**config.mk**
```make
export PLATFORM = sky130hd
export DESIGN_NAME = sensor_copy_master
export DESIGN_NICKNAME = d
export VERILOG_FILES = /design/src/rtl/sensor_copy_master.sv
export SDC_FILE = /design/constraint.sdc
export NUM_CORES = 1
export LEC_CHECK = 0
export BUFFER_PORTS_ARGS = -buffer_cell sky130_fd_sc_hd__buf_2
export CAP_MARGIN = 5
export CORE_AREA = 3 3 249 251
export DETAILED_ROUTE_END_ITERATION = 7
export DIE_AREA = 0 0 252 254
export PLACE_DENSITY = 0.56
export SLEW_MARGIN = 30
export SYNTH_ARGS = -nofsm -noshare
export SYNTH_HDL_FRONTEND = slang
export SYNTH_SLANG_ARGS = --single-unit
```
**constraint.sdc**
```tcl
create_clock -name clock -period 4.4 [get_ports clock]
set_input_delay 1.1 -clock clock [delete_from_list [all_inputs] [get_ports clock]]
set_output_delay 1.1 -clock clock [all_outputs]
set_load 0.1 [all_outputs]
```
**src/rtl/sensor_copy_master.sv**
```systemverilog
// AXI4 master that copies the sensor's sample buffer into DRAM in bursts on interrupt,
// then writes the sensor clear register and waits for the interrupt to drop.
module sensor_copy_master #(
    parameter logic [31:0] SRC_BASE = 32'h1000_0000,
    parameter logic [31:0] DST_BASE = 32'h2000_0000,
    parameter logic [31:0] CLR_ADDR = 32'h1000_2000,
    parameter int unsigned WORDS    = 64,
    parameter int unsigned BURST    = 16
) (
    input  logic        clock,
    input  logic        reset,
    input  logic        sctrl_interrupt,
    output logic        copy_done,
    output logic        copy_err,
    output logic [31:0] ARADDR,
    output logic [3:0]  ARLEN,
    output logic        ARVALID,
    input  logic        ARREADY,
    input  logic [31:0] RDATA,
    input  logic [1:0]  RRESP,
    input  logic        RLAST,
    input  logic        RVALID,
    output logic        RREADY,
    output logic [31:0] AWADDR,
    output logic [3:0]  AWLEN,
    output logic        AWVALID,
    input  logic        AWREADY,
    output logic [31:0] WDATA,
    output logic [3:0]  WSTRB,
    output logic        WLAST,
    output logic        WVALID,
    input  logic        WREADY,
    input  logic [1:0]  BRESP,
    input  logic        BVALID,
    output logic        BREADY
);

    localparam logic [3:0]  LEN         = 4'(BURST - 1);
    localparam logic [7:0]  LAST_BI     = 8'(WORDS / BURST - 1);
    localparam logic [31:0] BURST_BYTES = 32'(BURST * 4);

    typedef enum logic [3:0] {
        StIdle, StAr, StR, StAw, StW, StB, StCaw, StCw, StCb, StWaitLo
    } state_e;

    state_e      state;
    logic [31:0] data_buf [BURST];
    logic [3:0]  bp;
    logic [7:0]  bi;

    assign ARLEN = LEN;
    assign WSTRB = 4'hF;

    always_ff @(posedge clock) begin
        if (reset) begin
            state     <= StIdle;
            ARVALID   <= 1'b0;
            ARADDR    <= '0;
            RREADY    <= 1'b0;
            AWVALID   <= 1'b0;
            AWADDR    <= '0;
            AWLEN     <= '0;
            WVALID    <= 1'b0;
            WDATA     <= '0;
            WLAST     <= 1'b0;
            BREADY    <= 1'b0;
            copy_done <= 1'b0;
            copy_err  <= 1'b0;
            bp        <= '0;
            bi        <= '0;
        end else begin
            copy_done <= 1'b0;
            unique case (state)
                StIdle: begin
                    if (sctrl_interrupt) begin
                        bi      <= '0;
                        bp      <= '0;
                        ARVALID <= 1'b1;
                        ARADDR  <= SRC_BASE;
                        state   <= StAr;
                    end
                end
                StAr: begin
                    if (ARREADY) begin
                        ARVALID <= 1'b0;
                        RREADY  <= 1'b1;
                        state   <= StR;
                    end
                end
                StR: begin
                    if (RVALID) begin
                        data_buf[bp] <= RDATA;
                        if (RRESP != 2'b00) copy_err <= 1'b1;
                        // An early or missing RLAST is not policed: bp simply wraps.
                        if (RLAST) begin
                            bp      <= '0;
                            RREADY  <= 1'b0;
                            AWVALID <= 1'b1;
                            AWADDR  <= DST_BASE + 32'(bi) * BURST_BYTES;
                            AWLEN   <= LEN;
                            state   <= StAw;
                        end else begin
                            bp <= bp + 4'd1;
                        end
                    end
                end
                StAw: begin
                    if (AWREADY) begin
                        AWVALID <= 1'b0;
                        WVALID  <= 1'b1;
                        WDATA   <= data_buf[0];
                        WLAST   <= (LEN == 4'd0);
                        state   <= StW;
                    end
                end
                StW: begin
                    if (WREADY) begin
                        if (WLAST) begin
                            WVALID <= 1'b0;
                            WLAST  <= 1'b0;
                            bp     <= '0;
                            BREADY <= 1'b1;
                            state  <= StB;
                        end else begin
                            bp    <= bp + 4'd1;
                            WDATA <= data_buf[bp + 4'd1];
                            WLAST <= ((bp + 4'd1) == LEN);
                        end
                    end
                end
                StB: begin
                    if (BVALID) begin
                        if (BRESP != 2'b00) copy_err <= 1'b1;
                        BREADY <= 1'b0;
                        bi     <= bi + 8'd1;
                        if (bi == LAST_BI) begin
                            AWVALID <= 1'b1;
                            AWADDR  <= CLR_ADDR;
                            AWLEN   <= 4'd0;
                            state   <= StCaw;
                        end else begin
                            ARVALID <= 1'b1;
                            ARADDR  <= SRC_BASE + 32'(bi + 8'd1) * BURST_BYTES;
                            state   <= StAr;
                        end
                    end
                end
                StCaw: begin
                    if (AWREADY) begin
                        AWVALID <= 1'b0;
                        WVALID  <= 1'b1;
                        WDATA   <= 32'h1;
                        WLAST   <= 1'b1;
                        state   <= StCw;
                    end
                end
                StCw: begin
                    if (WREADY) begin
                        WVALID <= 1'b0;
                        WLAST  <= 1'b0;
                        BREADY <= 1'b1;
                        state  <= StCb;
                    end
                end
                StCb: begin
                    if (BVALID) begin
                        if (BRESP != 2'b00) copy_err <= 1'b1;
                        BREADY    <= 1'b0;
                        copy_done <= 1'b1;
                        state     <= StWaitLo;
                    end
                end
                StWaitLo: begin
                    // Hold off until the clear has propagated, else the same buffer is copied twice.
                    if (!sctrl_interrupt) begin
                        bi    <= '0;
                        state <= StIdle;
                    end
                end
                default: state <= StIdle;
            endcase
        end
    end

endmodule

```
# Word-level counts from Yosys, hierarchy flattened
# Memory sizes are Yosys's and may differ from the RTL's.
# Cells that the tools add are included.
# word_totals
register_bits	124
mem_bits_rw	512
inputBits	45
out_inout_bits	116
word_cells	164
mem_count	1
# memory_table
memory	depth	word_bits	read_ports	rd_clocked_by_memory_dff	write_ports	line	rtl
data_buf	16	32	2	0	1	47	logic [31:0] data_buf [BURST];
# classes
n_addsub	5
n_eq_ne	30
mux	81
bitwise	1
reduce_logical	31
# ops
op	n
$mux W32	11
$pmux W32 S2	2
$pmux W32 S3	1
$mux W4	21
$pmux W4 S10	1
$reduce_and A5 Y1	7
$ne A2 B2 Y1 const B	16
$add A30 B14 Y31 const A	1
$mux W1	31
$add A29 B15 Y30 const A	1
$mux W8	3
$pmux W8 S3	1
$reduce_bool A3 Y1	7
$eq A4 B3 Y1 const B	4
$reduce_and A4 Y1	4
$eq A4 B4 Y1 const B	3
$pmux W1 S3	4
$pmux W4 S3	1
$reduce_and A12 Y1	1
$reduce_bool A2 Y1	6
$add A8 B1 Y9 const B	1
$add A8 B1 Y8 const B	1
$eq A4 B2 Y1 const B	2
$eq A8 B2 Y1 const B	1
other kinds (12)	17

# Logic depth before layout (Yosys ltp)
# depth
depth_word	5
depth_mapped	11
mapped_depth_nobuf	7

# Least setup slack after synthesis
# OpenSTA, ideal clock, no wires.
# synth_timing
kind	input-to-reg
from	input port reset
to	memory data_buf[3][0], enable pin
setup_ps	461
arrival_ps	4084
setup_slack_ps	-145
cell_stages	6
path_cell_list	clkbuf_1 -> inv_1 -> clkbuf_1 -> and2_1 -> nand2_1 -> nor3_1
# synth_between
elab_chain_cells	2
# synth_rtl
item	line	rtl
start, declared	11	input logic reset,
$mux W1	55	if (reset) begin
$mux W1 (implied by the code)	92	data_buf[bp] <= RDATA;
end, declared	47	
# Every way passes these cells.

# Final worst setup path
# layout_timing
from	register bp[0]
to	register WLAST
# layout_between
elab_chain_cells	5
# layout_rtl
item	line	rtl
start, declared	48	logic [3:0] bp;
start signal, assigned	103	bp <= bp + 4'd1;
start signal, assigned	125	bp <= bp + 4'd1;
$add A4 B1 Y4	127	WLAST <= ((bp + 4'd1) == LEN);
$eq A4 B4 Y1	127	
$mux W1	118	if (WLAST) begin
$mux W1	117	if (WREADY) begin
$pmux W1 S4	73	unique case (state)
end signal, assigned	112	WLAST <= (LEN == 4'd0);
end signal, assigned	127	
end, declared	30	output logic WLAST,
# Every way passes these cells. The select of a mux whose other input is x is not followed.
# A chain may end at the register's enable or synchronous reset.

==> results.toml <==
[route]
wire_per_inst_um = 24.97
drtPass1Iterations = 5
ant_nets = 0
finalWirelength_mm = 57.76
drcViolationCount = 0
drtIter0Drc = 1065
num_vias = 12650
via_per_inst = 5.469

[outcome]
outcome = "completed"

[logic_synthesis]
yosys_most_used_dff = "edfxtp_1"
postSynthAreaPerCell_sq_um = 17.69
ys_seq_area_share_pct = 70.61
synth_edf_count = 512
yosysTopAreaCell = "edfxtp_1"
synth-seq-cells = 588
yosysWarnings = 0
synthCells = 1353
netlist-cell-type-count = 67
syn_area_sq_mm = 0.02393
async_reset_ff_share_pct = 0
synth_commonest_cells = "edfxtp_1 (512), mux4_2 (128), dfxtp_1 (76), nor3_1 (76), mux2i_1 (69)"
synth_top_area_share_pct = 64.25
synth_most_common_cell = "edfxtp_1"
synthTopCellsByArea = "edfxtp_1 (64%), mux4_2 (12%), dfxtp_1 (6.4%), mux2i_1 (2.9%), buf_4 (2.1%)"

[sta]
skew_ns = 0.02467
rsz0062_at_grt = "false"
worstMarginPinSlew_ns = 0.9319
worst_slack_ns = 1.374
setup_tns_ns = 0
fmax_ghz = 0.3305
fin_crit_sh_pct = 68.76
relSlewSlack_pct = 37.87
finalHoldViolations = 0
setup_viol = 0
fin_crit_ns = 3.026
slew_viol_final = 0

[setup_path]
worstPathArrival_ns = 3.54
r2r-start = "bp[0]$_SDFFE_PP0P_"
critPathMaxFanout = 32
crit_type = "register to register"
critPathLaunchType = "register"
required_ns = 4.92
reg2reg_slack_ns = 1.37
end_kind = "register"
timing.critical_path.to = "WLAST$_SDFFE_PP0P_"
reg2regPathDepth = 7
timing.rr.end = "WLAST$_SDFFE_PP0P_"
startpoint = "bp[0]$_SDFFE_PP0P_"

[clock_network]
cts-root-buf = "clkbuf_16"
cts.sinks = 588
post_cts_resized = 0
htreeDepth = 3
numCtsBuffers = 66
cts_tree = "yes"
insertion_delay_ns = 0.60
postCtsSetupRepairBufs = 0
hold_buffers = 0
clk_pin_slew_ns = 0.06
clockBufferDepth = 3

[placement]
io_buffers = 108
finalWeightedCongestion = 0.7760
dp_hpwl_mm = 31.94
place_ws_ns = 1.113

[finish]
final_nets = 1530
fill_cells = 5222
ff_latch_area_sq_mm = 0.01690
antenna_cells = 0
drive_gt1_share_pct = 28.02
synthToLayoutAreaGrowth_pct = 15.35
multi_input_area_sq_mm = 0.006509
fin_util_pct = 45.90

[global_route]
grt_start_max_net_pins = 98
track_usage_pct = 18.05
grt_pass1_wl_mm = 85.46
grt_overflow = 0
grt_pass1_vias = 12890
antenna_found_initial = 2

[hold_path]
min_path_type = "register to register"
hold_depth = 2

[floorplan]
die_area_sq_mm = 0.06401
initial_core_util_pct = 39.79
fp.dieW_um = 252
die_h_um = 254
coreArea_sq_mm = 0.06013
pin_count = 161
rows = 90

[power_and_ir_drop]
power_density_mw_per_mm2 = 475.6
power_leakage_uw = 0.008650
ir_worst_vdd_mv = 0.2850

[run]
drv_cap = 0
[cells by family after synthesis]
| kind of cell | count (synthesis) | share of synthesized area (%) |
|---|---|---|
| flip-flops | 588 | 70.61 |
| AND/OR/NAND/NOR | 251 | 5.412 |
| adder cells (fa/ha/maj) | 5 | 0.2615 |
| other | 2 | 0.03139 |
| XOR/XNOR | 10 | 0.3974 |
| multiplexers | 197 | 14.93 |
| AO/OA/AOI/OAI | 145 | 4.497 |
| buffers and inverters | 155 | 3.854 |
[cell usage in the layout, fill, tap and decap left out, drive strengths merged, types with 35 or more instances in the layout]
master and n:
edfxtp 512, buf 154, mux4 128, clkbuf 96, dfxtp 76, nor3 76, mux2i 69, nor2 69
conb 52, o21ai 44, a21oi 38, a2111oi 35
[per-stage QoR]
| step | cell area (sq um) | hold slack [ns] | cells | total power [uW] |
|---|---|---|---|---|
| 3_5_place_dp | 25540 | 0.4469 | 2194 | 8039 |
| 3_3_place_gp | 25540 | 0.4351 | 2194 | 8030 |
| 6_report | 27600 | 0.4518 | 2313 | 13130 |
| 4_1_cts | 27600 | 0.4553 | 2313 | 13260 |
| 5_1_grt | 27600 | 0.4770 | 2313 | 13590 |
| 2_1_floorplan | 24140 | 0.4856 | 1403 | 7701 |
[power breakdown]
| group | internal [uW] | switching (uW) | leakage (uW) | total (uW) |
|---|---|---|---|---|
| logic | 465 | 1250 | 0.00243 | 1710 |
| registers | 6130 | 61.1 | 0.00522 | 6190 |
| clock network | 2970 | 2250 | 0.00100 | 5220 |
[metal layers]
metal / routed length [um] / track usage (%)
met2: 28040 / 29.54
met1: 25690 / 25.18
met4: 1028 / 4.417
met5: 21 / 0
met3: 2981 / 3.357
[layout make-up]
type | instances | share of cell area (%)
Sequential cell | 588 | 61.23
Multi-Input combinational cell | 660 | 23.58
Clock buffer | 96 | 6.718
Timing Repair Buffer | 154 | 4.026
Tap cell | 782 | 3.545
Clock inverter | 23 | 0.7616
Inverter | 10 | 0.1360
[registers in the layout, indices dropped and copies added (netlist names)]
name,count
bp,4
RREADY,1
WLAST,1
WDATA,32
bi,8
data_buf,512
AWVALID,1
AWLEN,1
state,4
AWADDR,9
copy_err,1
ARVALID,1
BREADY,1
ARADDR,10
WVALID,1
copy_done,1
[worst min path at each step]
stage | start | to | slack [ns]
6_report | ARADDR[28]$_SDFFE_PP0P_ | ARADDR[28]$_SDFFE_PP0P_ | 0.45
2_1_floorplan | bi[1]$_SDFFE_PP0P_ | AWADDR[7]$_SDFFE_PP0P_ | 0.49
4_1_cts | ARADDR[28]$_SDFFE_PP0P_ | ARADDR[28]$_SDFFE_PP0P_ | 0.46
5_1_grt | RREADY$_SDFFE_PP0P_ | RREADY$_SDFFE_PP0P_ | 0.48
3_5_place_dp | ARADDR[28]$_SDFFE_PP0P_ | ARADDR[28]$_SDFFE_PP0P_ | 0.45
3_3_place_gp | ARADDR[28]$_SDFFE_PP0P_ | ARADDR[28]$_SDFFE_PP0P_ | 0.44
[worst max-delay path, cell delays in order, from the launching register on]
cell	delay, ns
dfxtp_4	0.37
buf_4	0.55
nand3_2	0.33
xnor2_4	0.79
buf_4	0.37
and4b_1	0.26
o2111ai_1	0.11
a21oi_1	0.16
No activity file was read; power rests on OpenSTA's default activity.
